$ cat src/rtl/alu_arb_pkg.sv
// Shared types and default sizing for the ALU request arbiter.
// Holds the FSM state type, its encodings and the default parameter widths.
package alu_arb_pkg;

  localparam int FUN_WD_DEF      = 4;
  localparam int OUT_WD_DEF      = 16;
  localparam int TIMEOUT_CYC_DEF = 8;

  typedef logic [2:0] state_t;

  localparam state_t ST_IDLE    = 3'd0;
  localparam state_t ST_GATE_ON = 3'd1;
  localparam state_t ST_ISSUE   = 3'd2;
  localparam state_t ST_WAIT    = 3'd3;
  localparam state_t ST_RESP    = 3'd4;

endpackage

$ cat src/rtl/rr_arbiter2.sv
// Two-way round-robin selector: a lone request always wins, a tie goes to
// the requester that was not granted last (last=1 means requester 1 had it).
module rr_arbiter2 (
  input  logic [1:0] req,
  input  logic       last,
  output logic [1:0] sel
);

  always_comb begin
    sel = 2'b00;
    case (req)
      2'b01:   sel = 2'b01;
      2'b10:   sel = 2'b10;
      2'b11:   sel = last ? 2'b01 : 2'b10;
      default: sel = 2'b00;
    endcase
  end

endmodule

$ cat src/rtl/alu_req_arbiter.sv
// Arbitrates two requesters onto one clock-gated ALU and routes the result back.
// Define ALU_ARB_TIMEOUT_EN to add a WAIT watchdog that returns an error response.
module alu_req_arbiter
  import alu_arb_pkg::*;
#(
  parameter int FUN_WD      = FUN_WD_DEF,
  parameter int OUT_WD      = OUT_WD_DEF,
  parameter int TIMEOUT_CYC = TIMEOUT_CYC_DEF
) (
  input  logic              CLK,
  input  logic              RST,
  input  logic [1:0]        REQ,
  input  logic [FUN_WD-1:0] REQ_FUN0,
  input  logic [FUN_WD-1:0] REQ_FUN1,
  output logic [1:0]        GNT,
  output logic [1:0]        RSP_VALID,
  output logic [OUT_WD-1:0] RSP_DATA,
  output logic              RSP_ERR,
  output logic              GATE_EN,
  output logic              ALU_EN,
  output logic [FUN_WD-1:0] ALU_FUN,
  input  logic [OUT_WD-1:0] ALU_OUT,
  input  logic              ALU_OUT_VALID,
  output logic              BUSY
);

  state_t            state_q, state_d;
  logic [1:0]        owner_q, owner_d;
  logic              last_q, last_d;
  logic [1:0]        gnt_q, gnt_d;
  logic [1:0]        rsp_valid_q, rsp_valid_d;
  logic [OUT_WD-1:0] rsp_data_q, rsp_data_d;
  logic              gate_en_q, gate_en_d;
  logic              alu_en_q, alu_en_d;
  logic [FUN_WD-1:0] alu_fun_q, alu_fun_d;
  logic              busy_q, busy_d;
  logic [1:0]        rr_sel;

`ifdef ALU_ARB_TIMEOUT_EN
  localparam int CNT_WD = (TIMEOUT_CYC > 1) ? $clog2(TIMEOUT_CYC) : 1;
  localparam logic [CNT_WD-1:0] CNT_LAST = CNT_WD'(TIMEOUT_CYC - 1);

  logic [CNT_WD-1:0] wait_cnt_q, wait_cnt_d;
  logic              rsp_err_q, rsp_err_d;
`endif

  rr_arbiter2 u_rr (
    .req  (REQ),
    .last (last_q),
    .sel  (rr_sel)
  );

  always_comb begin
    // NOTE: every variable gets a default before the case so no path can infer a latch.
    state_d    = state_q;
    owner_d    = owner_q;
    last_d     = last_q;
    rsp_data_d = rsp_data_q;
    alu_fun_d  = alu_fun_q;
`ifdef ALU_ARB_TIMEOUT_EN
    wait_cnt_d = wait_cnt_q;
    rsp_err_d  = 1'b0;
`endif

    case (state_q)
      ST_IDLE: begin
        if (|REQ) begin
          owner_d   = rr_sel;
          alu_fun_d = rr_sel[1] ? REQ_FUN1 : REQ_FUN0;
          state_d   = ST_GATE_ON;
        end
      end
      ST_GATE_ON: state_d = ST_ISSUE;
      ST_ISSUE: begin
        state_d = ST_WAIT;
`ifdef ALU_ARB_TIMEOUT_EN
        wait_cnt_d = '0;
`endif
      end
      ST_WAIT: begin
        if (ALU_OUT_VALID) begin
          rsp_data_d = ALU_OUT;
          state_d    = ST_RESP;
        end
`ifdef ALU_ARB_TIMEOUT_EN
        else if (wait_cnt_q == CNT_LAST) begin
          rsp_data_d = '0;
          rsp_err_d  = 1'b1;
          state_d    = ST_RESP;
        end else begin
          wait_cnt_d = wait_cnt_q + 1'b1;
        end
`endif
      end
      ST_RESP: begin
        last_d  = owner_q[1];
        state_d = ST_IDLE;
      end
      default: state_d = ST_IDLE;
    endcase

    // Outputs are registered, so they are decoded from the state being entered.
    gnt_d       = (state_d == ST_GATE_ON) ? owner_d : 2'b00;
    rsp_valid_d = (state_d == ST_RESP) ? owner_q : 2'b00;
    gate_en_d   = (state_d == ST_GATE_ON) || (state_d == ST_ISSUE) || (state_d == ST_WAIT);
    alu_en_d    = (state_d == ST_ISSUE);
    busy_d      = (state_d != ST_IDLE);
  end

  always_ff @(posedge CLK or negedge RST) begin
    if (!RST) begin
      state_q     <= ST_IDLE;
      owner_q     <= 2'b00;
      last_q      <= 1'b1;
      gnt_q       <= 2'b00;
      rsp_valid_q <= 2'b00;
      rsp_data_q  <= '0;
      gate_en_q   <= 1'b0;
      alu_en_q    <= 1'b0;
      alu_fun_q   <= '0;
      busy_q      <= 1'b0;
    end else begin
      // NOTE: non-blocking so every flop samples the pre-edge values of the others.
      state_q     <= state_d;
      owner_q     <= owner_d;
      last_q      <= last_d;
      gnt_q       <= gnt_d;
      rsp_valid_q <= rsp_valid_d;
      rsp_data_q  <= rsp_data_d;
      gate_en_q   <= gate_en_d;
      alu_en_q    <= alu_en_d;
      alu_fun_q   <= alu_fun_d;
      busy_q      <= busy_d;
    end
  end

`ifdef ALU_ARB_TIMEOUT_EN
  always_ff @(posedge CLK or negedge RST) begin
    if (!RST) begin
      wait_cnt_q <= '0;
      rsp_err_q  <= 1'b0;
    end else begin
      wait_cnt_q <= wait_cnt_d;
      rsp_err_q  <= rsp_err_d;
    end
  end

  assign RSP_ERR = rsp_err_q;
`else
  assign RSP_ERR = 1'b0;
`endif

  assign GNT       = gnt_q;
  assign RSP_VALID = rsp_valid_q;
  assign RSP_DATA  = rsp_data_q;
  assign GATE_EN   = gate_en_q;
  assign ALU_EN    = alu_en_q;
  assign ALU_FUN   = alu_fun_q;
  assign BUSY      = busy_q;

endmodule

$ cat config.mk
export PLATFORM = sky130hd
export DESIGN_NAME = alu_req_arbiter
export DESIGN_NICKNAME = d
export VERILOG_FILES = /design/src/rtl/alu_arb_pkg.sv /design/src/rtl/rr_arbiter2.sv /design/src/rtl/alu_req_arbiter.sv
export SDC_FILE = /design/constraint.sdc
export NUM_CORES = 1
export LEC_CHECK = 0
export ABC_CLOCK_PERIOD_IN_PS = 1500
export CAP_MARGIN = 0
export CORE_MARGIN = 2
export CORE_UTILIZATION = 41
export CTS_CLUSTER_SIZE = 30
export DETAILED_ROUTE_END_ITERATION = 12
export PLACE_DENSITY = 0.89
export SYNTH_ARGS = -nofsm -noshare
export SYNTH_HDL_FRONTEND = slang
export SYNTH_SLANG_ARGS = --single-unit
$ cat constraint.sdc
create_clock -name CLK -period 1.5 [get_ports CLK]
set_input_delay 0.3 -clock CLK [delete_from_list [all_inputs] [get_ports CLK]]
set_output_delay 0.3 -clock CLK [all_outputs]
set_load 0.01 [all_outputs]
==> results.toml <==
[outcome]
status = "finished clean"

[floorplanning]
start_util_pct = 43.4
rows = 20
die_y_um = 60.8
io_pins = 57
die_w_um = 60.8
core_um2 = 3050
die-area_um2 = 3700

[cts]
cts_sinks = 33
htree_levels = 2
cts_setup_buffers = 0
root_buffer = "clkbuf_4"
tritoncts = "done"
clkSlewWorstSetupHoldPaths_ps = 100
holdBufCountCts = 0
clockBufferDepth = 2
cts_buffers = 5
clock_latency_ps = 320

[global_routing]
first_global_vias = 1047
grt_max_degree = 34
overflow = 0
grt_util_met2_pct = 31.8
grt_use_met3_pct = 3.20
grt_pass1_wl_um = 4750
antenna_found_initial = 0
grt-busiest-layer = "met2"
grt_use_total_pct = 18.3
use_met1_pct = 21.2

[pwr]
power_uw = 3830
p_per_area_nw_per_um2 = 1870
power.leakage_uw = 0.00100
p_int_uw = 2620
switchingPower_uw = 1200
switching_share_pct = 31.4
p_seq_share_pct = 41.0
max-vdd-ir-drop_mv = 1.05
clock_power_share_pct = 17.8
p_comb_share_pct = 41.3

[placement]
place_area_um2 = 1980
port_buffers = 55
dp_cells = 199
place.gp.congestion = 0.870
dp_hpwl_um = 2160
pre_cts_ws_ps = -81.1

[setup_path]
worst_setup_path_start_kind = "register"
crit_path_top_delay_cell = "dfrtp_1"
cp.arrival_ps = 1620
slowest_delay_ps = 500
cp.required_ps = 1720
critPathKind = "reg2reg"
critPathCaptureType = "register"
crit_buf_inv = 1
worstPathMaxFanout = 7
crit_family = "flip-flops"
cp_cell_sequence = "nor3_2 -> o21ai_1 -> buf_4 -> o31ai_1"

[sta]
fmax_mhz = 717
skew_ps = 3.20
drv_slew = 0
hold_viol = 0
finalSetupViolCount = 0
worst_slack_ps = 105
rsz0062_at_grt = "false"
fin_crit_sh_pct = 93.0
finalCriticalPeriod_ps = 1390

[logic_synthesis]
synthMuxAreaShare_pct = 16.7
yosysTopAreaCell = "dfrtp_1"
synth_cell_type_count = 26
synth_compound_area_share_pct = 8.22
ys_seq_area_share_pct = 62.5
ys.flop_type = "dfrtp_1"
synth_edf_count = 0
synth_top_area_share_pct = 60.5
netlist_instances = 97
synth_xor_area_share_pct = 0
synth_fa_ha_area_share_pct = 0
async_flop_share_pct = 100
avgSynthCellArea_um2 = 13.6
ys_ff_latch = 33
ys_top_cells_by_area = "dfrtp_1, mux2_4, mux2_2"
synth-simple-area-share_pct = 9.74
syn_nets = 126
syn-cell-area_um2 = 1320
yosys_warnings = 0
synth_top_family_by_area = "multiplexers"

[cells_and_area]
antennaDiodeCount = 0
area_growth_pct = 54.3
drive_above_1_share_pct = 20.9
final_cell_count_no_fill = 207
post-route-util_pct = 66.9
nets = 191
design_area_um2 = 2040

[hold_path]
min_path_type = "in2async"

[routing]
drc = 0
wl_per_cell_um = 14.5
routed_via_density = 4.86
num_vias = 1007
firstDrtPassIters = 4
first_iter_violations = 16
drtAntennaViolNets = 0
drt_wl_total_um = 2990

[run]
maxCapViolCount = 0
[power groups by stage]
stage / Clock [uW] / Sequential, uW / Combinational (uW)
global placement: 0 / 1560 / 1740
CTS: 706 / 1560 / 1590
global route: 744 / 1610 / 1710
finish: 680 / 1570 / 1580
floorplan: 0 / 1700 / 697
detailed placement: 0 / 1580 / 1800
[synthesized netlist by cell type, drive strengths merged (2+ instances only)]
cell type / n
nand2: 3
a21oi: 4
nand3: 2
and2: 4
o31ai: 4
nor2: 7
dfrtp: 32
mux2: 17
o21ai: 7
inv: 3
buf: 2
[final cells by class]
cell class	count	area, um^2
clock buffers	7	55.1
clock inverters	1	30.0
fillers	248	1010
inverters	3	11.3
multi-input cells	58	473
flip-flops and latches	33	827
well taps	44	55.1
repair buffers	61	591
[state kept, by name (all words and copies together) (netlist names)]
signal	cells
ALU_FUN	4
BUSY	1
owner_q	2
GATE_EN	1
RSP_DATA	16
state_q	3
ALU_EN	1
GNT	2
last_q	1
RSP_VALID	2
[routing by layer]
metal | vias up | routed length [um]
li1 | 468 | -
met1 | 494 | 1190
met2 | 40 | 1590
met3 | 5 | 151
met4 | 0 | 55
met5 | - | 0
[final timing paths]
check / start / to / slack, ps / cells past startpoint
worst min register to register: RSP_DATA[6] / RSP_DATA[6] / 510 / 1
min in group CLK: RSP_DATA[6] / RSP_DATA[6] / 510 / 1
worst max-delay path: state_q[1] / ALU_FUN[3] / 110 / 4
worst min-delay path: RST / GNT[1] / 340 / 2
worst max register to register: state_q[1] / ALU_FUN[3] / 110 / 4
max in group asynchronous: RST / last_q / 930 / 2
[cell families after synthesis]
family | count (synthesis)
other cells | 1
flops | 33
buf+inv | 6
mux | 17
simple gates | 22
compound gates | 18
[layout by cell type (no fill, tap or decap), drive strengths merged, types with 2 or more instances in the layout]
master / instances
buf: 6
mux2: 17
and2: 4
nand2: 3
o31ai: 4
nand3: 2
inv: 3
dlygate4sd2: 26
clkbuf: 7
o21ai: 7
nor2: 7
clkdlybuf4s50: 28
a21oi: 4
dfrtp: 32
[through the flow]
step / setup TNS (ps) / hold slack, ps
floorplan: 0 / 4.41
global placement: -627 / 465
detailed placement: -1040 / 492
CTS: 0 / 323
global route: 0 / 342
finish: 0 / 336
[timing repair]
item	CTS	global route
pin swaps	0	0
setup endpoints to repair	26	4
resized for setup	26	3
(Power assumes the default switching activity.)
